==> src/rtl/bfly_tf_sequencer.sv <==
// Radix-16 FFT pass sequencer: walks stage/twiddle-index/beat counters,
// drives the twiddle ROM read enable and paces delivery with out_ready.
module bfly_tf_sequencer #(
    parameter int S_WIDTH    = 4,
    parameter int SC_WIDTH   = 3,
    parameter int IDX_WIDTH  = 6,
    parameter int BEAT_WIDTH = 4
) (
    input  logic                  clk,
    input  logic                  rst_n,
    input  logic                  start,
    input  logic                  abort,
    input  logic [SC_WIDTH-1:0]   cfg_stages,
    input  logic                  out_ready,
    output logic [S_WIDTH-1:0]    state,
    output logic [SC_WIDTH-1:0]   stage_counter,
    output logic                  CEN,
    output logic [IDX_WIDTH-1:0]  tf_idx,
    output logic [BEAT_WIDTH-1:0] beat,
    output logic                  tf_valid,
    output logic                  busy,
    output logic                  done,
    output logic                  err
);

    typedef enum logic [S_WIDTH-1:0] {
        ST_IDLE  = S_WIDTH'(0),
        ST_RUN   = S_WIDTH'(2),
        ST_DRAIN = S_WIDTH'(3),
        ST_DONE  = S_WIDTH'(4),
        ST_ERR   = S_WIDTH'(5)
    } state_t;

    localparam logic [BEAT_WIDTH-1:0] BEAT_MAX = {BEAT_WIDTH{1'b1}};
    localparam logic [IDX_WIDTH-1:0]  IDX_MAX  = {IDX_WIDTH{1'b1}};

    state_t                state_q, state_d;
    logic [SC_WIDTH-1:0]   stage_q, stage_d;
    logic [SC_WIDTH-1:0]   stages_q, stages_d;
    logic [IDX_WIDTH-1:0]  idx_q, idx_d;
    logic [BEAT_WIDTH-1:0] beat_q, beat_d;
    logic                  tf_valid_q, tf_valid_d;
    logic                  busy_q, busy_d;
    logic                  done_q, done_d;
    logic                  err_q, err_d;
    logic                  advance_s;

    // A ROM read happens exactly when RUN meets a ready datapath.
    assign advance_s = (state_q == ST_RUN) && out_ready;
    assign CEN       = ~advance_s;

    assign state         = state_q;
    assign stage_counter = stage_q;
    assign tf_idx        = idx_q;
    assign beat          = beat_q;
    assign tf_valid      = tf_valid_q;
    assign busy          = busy_q;
    assign done          = done_q;
    assign err           = err_q;

    // Next-state and counter logic; abort overrides everything else.
    always_comb begin
        state_d  = state_q;
        stage_d  = stage_q;
        stages_d = stages_q;
        idx_d    = idx_q;
        beat_d   = beat_q;
        if (abort) begin
            state_d = ST_IDLE;
            stage_d = {SC_WIDTH{1'b0}};
            idx_d   = {IDX_WIDTH{1'b0}};
            beat_d  = {BEAT_WIDTH{1'b0}};
        end else begin
            case (state_q)
                ST_IDLE: begin
                    if (start && (cfg_stages != {SC_WIDTH{1'b0}})) begin
                        state_d  = ST_RUN;
                        stages_d = cfg_stages;
                        stage_d  = {SC_WIDTH{1'b0}};
                        idx_d    = {IDX_WIDTH{1'b0}};
                        beat_d   = {BEAT_WIDTH{1'b0}};
                    end else if (start) begin
                        state_d = ST_ERR;
                    end else begin
                        state_d = ST_IDLE;
                    end
                end
                ST_RUN: begin
                    if (advance_s) begin
                        beat_d = beat_q + BEAT_WIDTH'(1);
                        if (beat_q == BEAT_MAX) begin
                            idx_d = idx_q + IDX_WIDTH'(1);
                            // Last index of the last stage: stage_counter keeps its final value.
                            if ((idx_q == IDX_MAX) && (stage_q == stages_q - SC_WIDTH'(1))) begin
                                state_d = ST_DRAIN;
                            end else if (idx_q == IDX_MAX) begin
                                stage_d = stage_q + SC_WIDTH'(1);
                            end else begin
                                stage_d = stage_q;
                            end
                        end else begin
                            idx_d = idx_q;
                        end
                    end else begin
                        beat_d = beat_q;
                    end
                end
                ST_DRAIN: state_d = ST_DONE;
                ST_DONE:  state_d = ST_IDLE;
                ST_ERR:   state_d = ST_IDLE;
                default:  state_d = ST_IDLE;
            endcase
        end
        busy_d     = (state_d == ST_RUN) || (state_d == ST_DRAIN);
        done_d     = (state_d == ST_DONE);
        err_d      = (state_d == ST_ERR);
        tf_valid_d = advance_s;
    end

    // State and output registers.
    always_ff @(posedge clk or negedge rst_n) begin
        if (!rst_n) begin
            state_q    <= ST_IDLE;
            stage_q    <= {SC_WIDTH{1'b0}};
            stages_q   <= {SC_WIDTH{1'b0}};
            idx_q      <= {IDX_WIDTH{1'b0}};
            beat_q     <= {BEAT_WIDTH{1'b0}};
            tf_valid_q <= 1'b0;
            busy_q     <= 1'b0;
            done_q     <= 1'b0;
            err_q      <= 1'b0;
        end else begin
            state_q    <= state_d;
            stage_q    <= stage_d;
            stages_q   <= stages_d;
            idx_q      <= idx_d;
            beat_q     <= beat_d;
            tf_valid_q <= tf_valid_d;
            busy_q     <= busy_d;
            done_q     <= done_d;
            err_q      <= err_d;
        end
    end

endmodule

==> config.mk <==
export PLATFORM = sky130hd
export DESIGN_NAME = bfly_tf_sequencer
export DESIGN_NICKNAME = d
export VERILOG_FILES = /design/src/rtl/bfly_tf_sequencer.sv
export SDC_FILE = /design/constraint.sdc
export NUM_CORES = 1
export LEC_CHECK = 0
export ABC_AREA = 1
export BUFFER_PORTS_ARGS = -buffer_cell sky130_fd_sc_hd__clkbuf_2
export CELL_PAD_IN_SITES_DETAIL_PLACEMENT = 1
export CELL_PAD_IN_SITES_GLOBAL_PLACEMENT = 1
export CORE_MARGIN = 2
export CORE_UTILIZATION = 41
export CTS_CLUSTER_SIZE = 24
export DETAILED_ROUTE_END_ITERATION = 8
export GPL_ROUTABILITY_DRIVEN = 0
export MAX_ROUTING_LAYER = met4
export PLACE_DENSITY_LB_ADDON = 0.08
export SKIP_CTS_REPAIR_TIMING = 1
export SYNTH_ARGS = -nofsm -noshare
export SYNTH_HDL_FRONTEND = slang
export SYNTH_SLANG_ARGS = --single-unit
==> constraint.sdc <==
create_clock -name clk -period 3.7 [get_ports clk]
set_input_delay 0.185 -clock clk [delete_from_list [all_inputs] [get_ports clk]]
set_output_delay 0.185 -clock clk [all_outputs]
set_load 0.02 [all_outputs]
# After elaboration in Yosys (flattened, before gate mapping)
# Cells that the tools add are included.
dict set report classes {
  n_mux 23
  eq_ne 14
  bitwise_logic 2
  addsub 4
  reduce_logical 11
}
# operator n
set op_table {}
lappend op_table {{$mux W4} 7}
lappend op_table {{$mux W3} 8}
lappend op_table {{$mux W6} 4}
lappend op_table {{$eq A4 B2 Y1 const B} 4}
lappend op_table {{$pmux W4 S3} 1}
lappend op_table {{$pmux W6 S2} 1}
lappend op_table {{$ne A3 B3 Y1 const B} 3}
lappend op_table {{$eq A4 B3 Y1 const B} 2}
lappend op_table {{$pmux W4 S2} 1}
lappend op_table {{$add A6 B1 Y6 const B} 1}
lappend op_table {{$eq A6 B6 Y1 const B} 1}
lappend op_table {{$ne A3 B2 Y1 const B} 2}
lappend op_table {{$pmux W3 S2} 1}
lappend op_table {{$reduce_and A3 Y1} 2}
lappend op_table {{$reduce_and A6 Y1} 1}
lappend op_table {{$reduce_bool A3 Y1} 2}
lappend op_table {{$add A4 B1 Y4 const B} 1}
lappend op_table {{$eq A4 B4 Y1 const B} 1}
lappend op_table {{$logic_not A4 Y1} 1}
lappend op_table {{$reduce_and A4 Y1} 1}
lappend op_table {{$add A3 B1 Y3 const B} 1}
lappend op_table {{$eq A3 B3 Y1} 1}
lappend op_table {{$logic_and A1 B1 Y1} 3}
lappend op_table {{$sub A3 B1 Y3 const B} 1}
lappend op_table {{other kinds (2)} 3}
dict set report word_totals {
  elab_cells 63
  register_bits 24
  out_inout_bits 22
  in_bits 8
}

# Logic depth before layout (Yosys ltp)
dict set report logic_depth {
  word_depth 10
  depth_mapped 12
  ltp_nobuf 12
}

# Worst setup path after synthesis
# Ideal clock, no wire load.
dict set report synth_timing {
  path_kind {register -> register}
  startpoint {reg state_q[2], in the netlist state[2]}
  endpoint {reg stage_q[0], in the netlist stage_counter[0]}
  stages_incl_launch_ff 8
  setup_time_ns 0.065
  arrival_ns 1.460
  path_slack_ns 2.175
  path_buffers 0
  period_less_slack_ns 1.525
  t_required_ns 3.635
  cell_sequence {dfrtp_1 > nor2_2 > nand3_1 > nand3_2 > nand2_1 > nor2_2 > nand2_1 > nand2_1}
}
dict set report synth_between {
  elab_chain_cells 4
  word_cells_on_any_way 12
  cone_classes {6 x eq/ne; 2 x mux; 4 x reduce/logical}
}
# item line_no
set synth_rtl {}
lappend synth_rtl {{start, declared} 37} ;# state_t state_q, state_d;
lappend synth_rtl {{start signal, assigned} 133} ;# state_q <= state_d;
lappend synth_rtl {{$eq A4 B2 Y1} {49, 74}}
lappend synth_rtl {{$logic_and A1 B1 Y1} 49} ;# assign advance_s = (state_q == ST_RUN) && out_ready;
lappend synth_rtl {{$ne A3 B3 Y1 (no source line)} n/a}
lappend synth_rtl {{$reduce_and A6 Y1 (no source line)} n/a}
lappend synth_rtl {{end signal, assigned} 124} ;# stage_q <= {SC_WIDTH{1'b0}};
lappend synth_rtl {{end signal, assigned} 134} ;# stage_q <= stage_d;
lappend synth_rtl {{end, declared} 38} ;# logic [SC_WIDTH-1:0] stage_q, stage_d;
# Parallel ways exist; a longest one is shown, timed or not.
# A chain may end at the register's enable or synchronous reset.

# Final worst setup path
dict set report layout_timing {
  startpoint {reg state_q[1], in the netlist state[1]}
  endpoint {reg stage_q[0], in the netlist stage_counter[0]}
}
# The elaborated chain is that of the path after synthesis.

==> results.yml <==
placed_design:
  dp_hpwl_um: 2680
  numPortBuffers: 29
  dp_slack_ns: 2.00
floorplan:
  io_pins: 30
  rows: 21
  die_w_um: 62.1
  start_util_pct: 42.1
  core-area_um2: 3280
  dieArea_um2: 3860
  fp.dieH_um: 62.1
drt:
  num_vias: 1291
  first_iter_violations: 43
  wl_per_cell_um: 12.7
  avgViaCountPerCell: 4.91
  first_pass_iters: 5
  drc: 0
  wirelength_um: 3350
  ant_nets: 0
power_and_ir_drop:
  irDropWorstVdd_uv: 140
  powerDensity_nw_per_um2: 314
  total_leakage_power_nw: 0.929
setup_path:
  critPathBufInv: 2
  critPathKind: "reg2reg"
  cp.arrival_ns: 1.95
  startpoint_type: "flop"
  crit_path_end_kind: "flop"
  path_common_cell: "nand2_1"
  crit_chain: "inv_2 > nor2_2 > nand2_2 > inv_1 > nand3_1 > nand2_2 > nor2_4 > nand2_1 > nand2_1 > nand2_1"
  cp_max_fo: 11
  cp_slowest_cell: "dfrtp_1"
  cp_top_family: "simple AND/OR/NAND/NOR gates"
  worstPathRequired_ns: 3.92
  max_stage_delay_ns: 0.44
yosys:
  synth_seq_area_share_pct: 43.4
  async_reset_ff_share_pct: 100
  syn-instance-count: 185
  avgSynthCellArea_um2: 7.48
  syn-num-nets: 197
  synth_area_um2: 1380
  ys_warn_count: 0
  synth_edf_count: 0
  synth_flop_cell: "dfrtp_1"
  yosys-top-cells-area: "dfrtp_1, nand2_1, inv_1, nand3_1, nor2_1"
  synth_common_cells: "nand2_1, inv_1, dfrtp_1"
  yosys.area.top_type: "dfrtp_1"
  ys_types: 22
  yosysMostFrequentCell: "nand2_1"
  synth_seq_cells: 24
  synth_top_cell_area_share_pct: 43.4
clock_tree:
  cts_made_buffers: 3
  clock_sinks: 24
  htree_levels: 1
  clk_latency_ns: 0.31
  path_clk_slew_ns: 0.13
  root_buffer: "clkbuf_4"
  cts_max_path_buffers: 2
  cts_tree: "done"
timing:
  finalSetupTns_ns: 0
  rsz0062_at_grt: "false"
  hold_violations: 0
  finalCriticalPeriod_ns: 1.73
  fin_ws_ns: 1.97
  skew_ns: 0.00105
  slew_headroom_pct: 59.1
  min_period_over_period_pct: 46.8
  drv_slew: 0
  setup_violations: 0
  fmax_mhz: 578
  worst_pin_slew_ns: 0.613
grt:
  grt_overflow: 0
  grt_usage_pct: 19.7
  antenna_found_initial: 0
  grt_pass1_wl_um: 5430
  grt_max_degree: 25
  first_global_vias: 1212
final_layout:
  drive_above_1_share_pct: 23.5
  antennaDiodeCount: 0
  fillers: 441
  num-nets-final: 231
  area_growth_pct: 16.2
outcome:
  status: "finished, final reports clean"
hold_path:
  min_path_type: "in2reg"
job:
  cap_violations: 0
[worst min-delay path, delay by kind of cell]
family                 cells  cell delay (ns)
AO/OA/AOI/OAI              1             0.08
buffers and inverters      2             0.14
[flip-flops by register name, indices dropped and copies added (netlist names)]
| signal | flops |
|---|---|
| tf_idx | 6 |
| beat | 4 |
| state | 4 |
| stage_counter | 3 |
| stages_q | 3 |
| busy | 1 |
| done | 1 |
| err | 1 |
| tf_valid | 1 |
[power breakdown]
part / switching [mW] / internal (mW)
Sequential: 0.0117 / 0.275
Combinational: 0.0680 / 0.0340
Clock: 0.0775 / 0.0381
Total: 0.157 / 0.347
[metal layers]
metal  global-route usage (%)  share of wire [%]  vias to the layer above
met5                        -                  0                        -
met4                     5.47                1.2                        0
met3                     1.86                2.4                        5
met2                     33.3                 51                       19
met1                     25.0                 45                      619
li1                         -                  -                      648
[logic make-up after synthesis]
family	share of synthesized area [%]
simple gates	34.4
buf+inv	9.76
flops	43.4
compound gates	8.50
fa+ha+maj	3.62
other cells	0.271
[through the flow]
stage	cell area (um^2)	instances	util, %	hold slack [ns]	power [mW]
2_1_floorplan	1380	185	-	-0.111	0.363
3_3_place_gp	1580	259	48.0	0.223	0.389
3_5_place_dp	1580	259	48.0	0.234	0.395
4_1_cts	1600	262	48.6	-0.127	0.513
5_1_grt	1610	263	49.0	0.135	0.542
6_report	1610	263	49.0	0.118	0.505
[cells in the final DEF (no fill, tap or decap), types with 4 or more instances in the layout]
cell type	count
nand2_1	45
o21ai_0	9
inv_1	31
a21oi_1	6
o21ai_2	4
dfrtp_1	24
clkbuf_2	29
nor2_1	19
ha_1	4
nand3_1	17
nand2_2	5
[area by class of cell]
class,count,area [um^2],share of cell area (%)
flip-flops and latches,24,601,37.4
inverters,33,124,7.70
well taps,46,57.6,3.58
repair buffers,30,155,9.65
multi-input cells,127,648,40.3
clock buffers,3,22.5,1.40
[path summary, 6_finish.rpt]
path / start / end / slack [ns] / depth (start not counted)
min in group asynchronous: rst_n / stages_q[2] / 0.40 / 2
setup / recovery: state[1] / stage_counter[0] / 1.97 / 10
setup reg to reg: state[1] / stage_counter[0] / 1.97 / 10
hold reg to reg: stages_q[1] / stages_q[1] / 0.51 / 2
max in group asynchronous: rst_n / done / 2.91 / 2
hold / removal: cfg_stages[0] / stages_q[0] / 0.12 / 3
Power figures use the tool's default switching activity.
